$ cat src/rtl/pll_rst_seq.sv
// pll_rst_seq: reset sequencer for the clk_wiz_0 PLL.
// It drives the PLL reset and synchronizes the asynchronous `locked` flag.
// It releases the downstream system reset only after lock has been stable
// for STABLE_CYCLES clocks. A PLL that fails to lock within LOCK_TIMEOUT
// clocks is reset again. Lock loss while running re-asserts the system reset.
//
// Optional feature: define PLL_RST_SEQ_LOSS_CNT_EN to add the `loss_cnt`
// output. It is a saturating count of RUN -> WAIT_LOCK transitions.
`timescale 1ns/1ps

module pll_rst_seq #(
  parameter int SYNC_STAGES    = 2,       // >= 2
  parameter int STABLE_CYCLES  = 1000,    // >= 1
  parameter int LOCK_TIMEOUT   = 100000,  // >= 1
  parameter int PLL_RST_CYCLES = 16       // >= 1
) (
  input  logic       clk,
  input  logic       rst_n,
  input  logic       locked,
  output logic       pll_reset,
  output logic       sys_rst_n,
  output logic       lock_lost,
  output logic [7:0] retry_cnt,
  output logic [1:0] state
`ifdef PLL_RST_SEQ_LOSS_CNT_EN
  ,
  output logic [7:0] loss_cnt
`endif
);

  function automatic int max3(input int a, input int b, input int c);
    int m;
    m = a;
    if (b > m) m = b;
    if (c > m) m = c;
    return m;
  endfunction

  // Saturating 8-bit increment, shared by the retry and loss counters.
  function automatic logic [7:0] sat_inc8(input logic [7:0] v);
    return (v == 8'hFF) ? v : v + 8'd1;
  endfunction

  localparam int CNT_MAX = max3(LOCK_TIMEOUT, STABLE_CYCLES, PLL_RST_CYCLES);
  localparam int CNT_W   = $clog2(CNT_MAX) + 1;

  localparam logic [CNT_W-1:0] PLL_RST_LAST = CNT_W'(PLL_RST_CYCLES - 1);
  localparam logic [CNT_W-1:0] TIMEOUT_LAST = CNT_W'(LOCK_TIMEOUT - 1);
  localparam logic [CNT_W-1:0] STABLE_LAST  = CNT_W'(STABLE_CYCLES - 1);

  typedef enum logic [1:0] {
    PLL_RST   = 2'd0,
    WAIT_LOCK = 2'd1,
    STABLE    = 2'd2,
    RUN       = 2'd3
  } state_t;

  state_t                 state_q;
  state_t                 state_nxt;
  logic [CNT_W-1:0]       cnt_q;
  logic [CNT_W-1:0]       cnt_nxt;
  logic [SYNC_STAGES-1:0] locked_sync;
  logic                   locked_s;
  logic                   pll_reset_nxt;
  logic                   sys_rst_n_nxt;
  logic                   lock_lost_nxt;
  logic [7:0]             retry_nxt;

  // Metastability chain for the asynchronous PLL lock flag.
  always_ff @(posedge clk) begin
    if (!rst_n) begin
      locked_sync <= '0;
    end else begin
      locked_sync <= {locked_sync[SYNC_STAGES-2:0], locked};
    end
  end

  assign locked_s = locked_sync[SYNC_STAGES-1];

  // Next-state, counter and registered-output decode.
  always_comb begin
    state_nxt     = state_q;
    retry_nxt     = retry_cnt;
    lock_lost_nxt = 1'b0;

    case (state_q)
      PLL_RST: begin
        if (cnt_q == PLL_RST_LAST) state_nxt = WAIT_LOCK;
      end
      WAIT_LOCK: begin
        // Lock takes priority over a timeout landing on the same cycle.
        if (locked_s) begin
          state_nxt = STABLE;
        end else if (cnt_q == TIMEOUT_LAST) begin
          state_nxt = PLL_RST;
          retry_nxt = sat_inc8(retry_cnt);
        end
      end
      STABLE: begin
        // A dropout restarts the whole lock search, including the timeout.
        if (!locked_s) begin
          state_nxt = WAIT_LOCK;
        end else if (cnt_q == STABLE_LAST) begin
          state_nxt = RUN;
        end
      end
      RUN: begin
        if (!locked_s) begin
          state_nxt     = WAIT_LOCK;
          lock_lost_nxt = 1'b1;
        end
      end
      default: state_nxt = PLL_RST;
    endcase

    // The counter restarts on every state change and is idle in RUN.
    if (state_nxt != state_q) begin
      cnt_nxt = '0;
    end else if (state_q == RUN) begin
      cnt_nxt = cnt_q;
    end else begin
      cnt_nxt = cnt_q + 1'b1;
    end

    // Outputs are decoded from the next state so that they move with `state`.
    pll_reset_nxt = (state_nxt == PLL_RST);
    sys_rst_n_nxt = (state_nxt == RUN);
  end

  // State, counter and output registers.
  always_ff @(posedge clk) begin
    if (!rst_n) begin
      state_q   <= PLL_RST;
      cnt_q     <= '0;
      pll_reset <= 1'b1;
      sys_rst_n <= 1'b0;
      lock_lost <= 1'b0;
      retry_cnt <= 8'd0;
    end else begin
      state_q   <= state_nxt;
      cnt_q     <= cnt_nxt;
      pll_reset <= pll_reset_nxt;
      sys_rst_n <= sys_rst_n_nxt;
      lock_lost <= lock_lost_nxt;
      retry_cnt <= retry_nxt;
    end
  end

  assign state = state_q;

`ifdef PLL_RST_SEQ_LOSS_CNT_EN
  // Saturating count of lock losses seen while running.
  always_ff @(posedge clk) begin
    if (!rst_n) begin
      loss_cnt <= 8'd0;
    end else if (lock_lost_nxt) begin
      loss_cnt <= sat_inc8(loss_cnt);
    end
  end
`endif

endmodule

$ cat config.mk
export PLATFORM = sky130hd
export DESIGN_NAME = pll_rst_seq
export DESIGN_NICKNAME = d
export VERILOG_FILES = /design/src/rtl/pll_rst_seq.sv
export SDC_FILE = /design/constraint.sdc
export NUM_CORES = 1
export LEC_CHECK = 0
export BUFFER_PORTS_ARGS = -buffer_cell sky130_fd_sc_hd__buf_2
export CAP_MARGIN = 20
export CORE_ASPECT_RATIO = 2
export CORE_MARGIN = 2
export CORE_UTILIZATION = 46
export DETAILED_ROUTE_END_ITERATION = 8
export GPL_ROUTABILITY_DRIVEN = 0
export PLACE_DENSITY_LB_ADDON = 0.2
export SYNTH_ARGS = -nofsm -noshare
export SYNTH_HDL_FRONTEND = slang
export SYNTH_SLANG_ARGS = --single-unit
$ cat constraint.sdc
create_clock -name clk -period 2.07 [get_ports clk]
set_input_delay 0.414 -clock clk [delete_from_list [all_inputs] [get_ports clk]]
set_output_delay 0.414 -clock clk [all_outputs]
set_load 0.01 [all_outputs]
Word-level counts from Yosys, hierarchy flattened
Index checks and enable logic that the tools add are counted.
- register bits after elaboration: 33
- latch bits: 0
- memory bits (writable): 0
- memory bits (read-only): 0
- word-level logic and storage cells: 34
- memories: 0
- add/subtract/negate cells: 2
- multipliers: 0
- divide/modulo/power cells: 0
- magnitude comparators: 0
- equality and inequality tests: 9
- shifts and indexed selects: 0
- multiplexer cells: 8
- bitwise operators: 3
- reduce and logical (&&, ||, !) cells: 5
- operator list (operator ; number):
    adder 18 x 1 -> 18 bit, second input constant ; 1
    == test 18 x 10 -> 1 bit, second input constant ; 1
    == test 18 x 17 -> 1 bit, second input constant ; 1
    == test 18 x 4 -> 1 bit, second input constant ; 1
    2-to-1 mux 2 bit ; 6
    adder 8 x 1 -> 8 bit, second input constant ; 1
    == test 8 bit, second input constant ; 1
    one-hot mux 2 bit (4 select lines) ; 1
    == test 2 bit, second input constant ; 3
    logical NOT 2 bit ; 2
    AND reduction 4 bit ; 1
    NOT 1 bit ; 3
    == test 2 x 1 -> 1 bit, second input constant ; 1
    inequality test 2 bit ; 1
    AND reduction 2 bit ; 1
    OR reduction 2 bit ; 1
    2-to-1 mux 1 bit ; 1

Longest topological paths before layout
- depth after elaboration: 6
- mapped depth: 8

Worst setup path before layout
OpenSTA, ideal clock, no wires.
- kind: reg2reg
- start point: register cnt_q[0]
- end point: register cnt_q[17]
- arrival: 1.764 ns
- required time: 1.955 ns
- slack: 0.191 ns
- stages on the path, launching flop included: 9
- buffers on the path: 2
- clock period less this slack: 1.879 ns
- cells stage by stage: dfxtp_1 ha_1 nor4b_2 and4_1 buf_4 a41oi_1 o21ai_2 buf_4 nor2_1
- cells in the longest elaborated chain, start to end: 6
- elaborated cells on any way between the ends: 12
- RTL lines (what ; line ; RTL):
    from (decl) ; 60 ; logic [CNT_W-1:0] cnt_q;
    from (signal assigned) ; 141 ; cnt_q <= cnt_nxt;
    == test 18 x 10 -> 1 bit or == test 18 x 17 -> 1 bit (tied branches) ; 103, 94 ;
    2-to-1 mux 2 bit, on equally long branches ; 103, 94 ;
    2-to-1 mux 2 bit, on equally long branches ; 101, 92 ;
    one-hot mux 2 bit (4 select lines) ; 86 ; case (state_q)
    inequality test 2 bit ; 117 ; if (state_nxt != state_q) begin
    OR reduction 2 bit (no line) ; - ;
Several ways; a longest one is shown, not always the timed one.
A chain may end at the register's enable or synchronous reset.

Worst setup path after layout
- start point: register cnt_q[1]
- end point: register retry_cnt[3]
- cells in the longest elaborated chain, start to end: 2
- RTL lines (what ; line ; RTL):
    == test 18 x 17 -> 1 bit ; 94 ; end else if (cnt_q == TIMEOUT_LAST) begin
    AND reduction 4 bit (no line) ; - ;
    to (signal assigned) ; 145 ; retry_cnt <= retry_nxt;
    to (decl) ; 23 ; output logic [7:0] retry_cnt,
No other way between the ends.

==> results.json <==
{
  "pwr-share-comb_pct": 3.0,
  "synth_seq_area_share_pct": 43.3,
  "grt_pass1_wl_um": 5720,
  "crit_arrival_ns": 2.11,
  "hold_class": "in -> reg",
  "hold_viol_final": 0,
  "antenna_found_initial": 0,
  "final_net_count": 204,
  "fin_ws_ns": 0.171,
  "p_leak_nw": 0.649,
  "diodes": 0,
  "drv_cap": 0,
  "drv_slew": 0,
  "finClkSkew_ns": 0.00370,
  "ant_nets": 0,
  "grt_pass1_vias": 1333,
  "synth_area_leaders": "dfxtp_1 43%, nor2_1 6.4%, xnor2_1 5.7%",
  "port_buffers": 15,
  "cp_max_fo": 10,
  "place_ws_ns": 0.0439,
  "htree_levels": 2,
  "grt_max_degree": 19,
  "clk_pin_slew_ns": 0.06,
  "finalSetupViolations": 0,
  "critPathRequiredTime_ns": 2.28,
  "sw_frac_of_total_pct": 20.9,
  "syn_to_final_growth_pct": 16.7,
  "syn_avg_cell_area_sq_um": 8.82,
  "cts_tree": "yes",
  "fmax_ghz": 0.527,
  "cp-end-kind": "flip-flop",
  "syn_area_sq_um": 1530,
  "crit_slowest_cell": "or4_1",
  "yosys.area.top_type": "dfxtp_1",
  "core_area_sq_um": 3160,
  "drt_pre_antenna_iters": 4,
  "ctsHoldBuffers": 0,
  "die_x_um": 44.7,
  "period_share_pct": 91.8,
  "dp_cells": 222,
  "fin_cells": 230,
  "wl_per_cell_um": 15.6,
  "placementRows": 29,
  "vias_per_cell": 5.86,
  "track_usage_pct": 20.7,
  "ctsRootBufferMaster": "clkbuf_8",
  "fin_setup_tns_ns": 0,
  "drt_first_iter_violations": 33,
  "numCtsBuffers": 5,
  "seq_power_share_pct": 55.7,
  "place_hpwl_um": 2840,
  "wl_um": 3580,
  "critPathMaxStageDelay_ns": 0.44,
  "tightest_slew_ns": 0.466,
  "ys_types": 36,
  "cp_cell_sequence": "ha_1 -> nor4b_4 -> and4_4 -> nand4b_4 -> or4_1 -> a21oi_1",
  "p_clk_share_pct": 41.3,
  "critPathKind": "reg -> reg",
  "die_y_um": 85.5,
  "grt-ovfl-total": 0,
  "start_kind": "flip-flop",
  "start_util_pct": 48.4,
  "power.density_nw_per_um2": 654,
  "drc": 0,
  "synth.top_cell.area_share_pct": 43.3,
  "max_slew_margin_pct": 68.6,
  "syn_inst": 173,
  "ir_worst_vdd_mv": 0.593,
  "p_int_w": 0.000922,
  "syn_nets": 178,
  "status": "complete, no violations",
  "vias": 1348,
  "layout-drive-gt1-share_pct": 17.6,
  "rsz0062_at_grt": "no",
  "fin_crit_ns": 1.90,
  "cts_sinks": 33,
  "pin_count": 16,
  "switching_power_w": 0.000244,
  "die-area_sq_um": 3820,
  "yosysWarnings": 0,
  "synth-seq-cells": 33,
  "worstSkewPairLatency_ns": 0.28,
  "cts_max_path_buffers": 2
}
## critical path: cells and delay by family (launching register included)
family | cells | cell delay (ns)
AOI/OAI and AO/OA | 1 | 0.16
adders and majority gates | 1 | 0.19
DFF | 1 | 0.37
and+or+nand+nor | 4 | 1.10
## layout make-up
type                       count  area (sq um)
clock buffer                   7          86.3
tap                           31          38.8
inverter                       5          18.8
multi-input combinational    133           843
timing repair buffer          21           133
fill                         296          1380
sequential                    33           662
## synthesized netlist by cell type
cell type	number
nor4_1	1
and3_1	5
mux2i_1	1
xnor2_1	10
buf_4	2
nand4b_4	1
nor3_1	7
and4_2	1
nor2_1	26
a21oi_1	9
and3b_1	1
dfxtp_1	33
a211oi_1	2
o31ai_1	2
xor2_1	7
and4b_1	1
nor4b_2	1
nand3_1	9
nand2b_1	1
clkinv_1	1
or4_1	2
or2_2	1
and4_1	2
o21ai_2	1
a41oi_1	2
inv_1	4
nor4_4	1
o21ai_0	4
ha_1	2
or3_1	3
nand2_1	14
nor3b_1	3
and2_1	3
nand4_1	7
nor4b_1	1
a31oi_1	2
## kinds of logic (layout without fill, tap and decap cells)
family                     after synthesis  count (layout)  share of synthesized area, %
adders and majority gates                2               2                          1.64
buffers and inverters                    7              33                          2.21
muxes                                    1               1                         0.656
xor gates and xnor gates                17              17                          9.75
AOI/OAI and AO/OA                       22              22                          8.77
DFF                                     33              33                          43.3
and+or+nand+nor                         91              91                          33.7
## power groups by stage
stage,Combinational (W),Clock (W),Sequential (W)
after global routing,0.0000393,0.000518,0.000650
after global placement,0.0000330,0,0.000663
after CTS,0.0000338,0.000491,0.000649
after detailed placement,0.0000336,0,0.000663
after floorplan,0.0000212,0,0.000661
final,0.0000346,0.000481,0.000650
## path summary, 6_finish.rpt
| path | start | to | slack, ns | cells after the start |
|---|---|---|---|---|
| setup reg to reg | cnt_q[1] | retry_cnt[3] | 0.17 | 6 |
| setup / recovery | cnt_q[1] | retry_cnt[3] | 0.17 | 6 |
| hold reg to reg | locked_sync[0] | locked_sync[1] | 0.45 | 1 |
| hold / removal | locked | locked_sync[0] | 0.33 | 2 |
## registers in the layout, indices dropped and copies added (netlist names)
| register | flops |
|---|---|
| sys_rst_n | 1 |
| pll_reset | 1 |
| cnt_q | 18 |
| retry_cnt | 8 |
| locked_sync | 2 |
| lock_lost | 1 |
| state | 2 |
## timing repair
action / in CTS / in global routing
gates resized for setup: 0 / 4
setup endpoints to repair: 0 / 23
setup buffers: 0 / 1
## stage by stage
| step | hold slack, ns | utilization (%) | total power [W] | area [sq um] |
|---|---|---|---|---|
| 4_1_cts | 0.331 | 55.8 | 0.00117 | 1760 |
| 2_1_floorplan | 0.412 | - | 0.000682 | 1530 |
| 5_1_grt | 0.339 | 56.4 | 0.00121 | 1780 |
| 3_5_place_dp | 0.427 | 53.1 | 0.000697 | 1680 |
| 6_report | 0.331 | 56.4 | 0.00117 | 1780 |
| 3_3_place_gp | 0.423 | 53.1 | 0.000696 | 1680 |
## placed cells by master, fill, tap and decap left out, types with 2 or more instances in the layout
cell and n:
clkbuf_8 6, nand2_1 14, nand4_1 7, xor2_1 7, and2_1 3, xnor2_1 10, buf_4 5, dfxtp_1 32
a211oi_1 2, a31oi_1 2, a21oi_1 9, nor3_1 7, or4_1 2, inv_1 4, nor3b_1 3, and3_1 5
o21ai_0 4, a41oi_1 2, nand3_1 9, or3_1 3, ha_1 2, nor2_1 26, buf_2 15, o31ai_1 2
## metal layers
layer,up-vias,share of wire [%],global-route usage [%]
met5,-,0,0
met2,33,58,39.4
li1,668,-,-
met4,0,4.9,13.5
met3,17,2.7,4.68
met1,630,34,17.2
(Power assumes the default switching activity.)
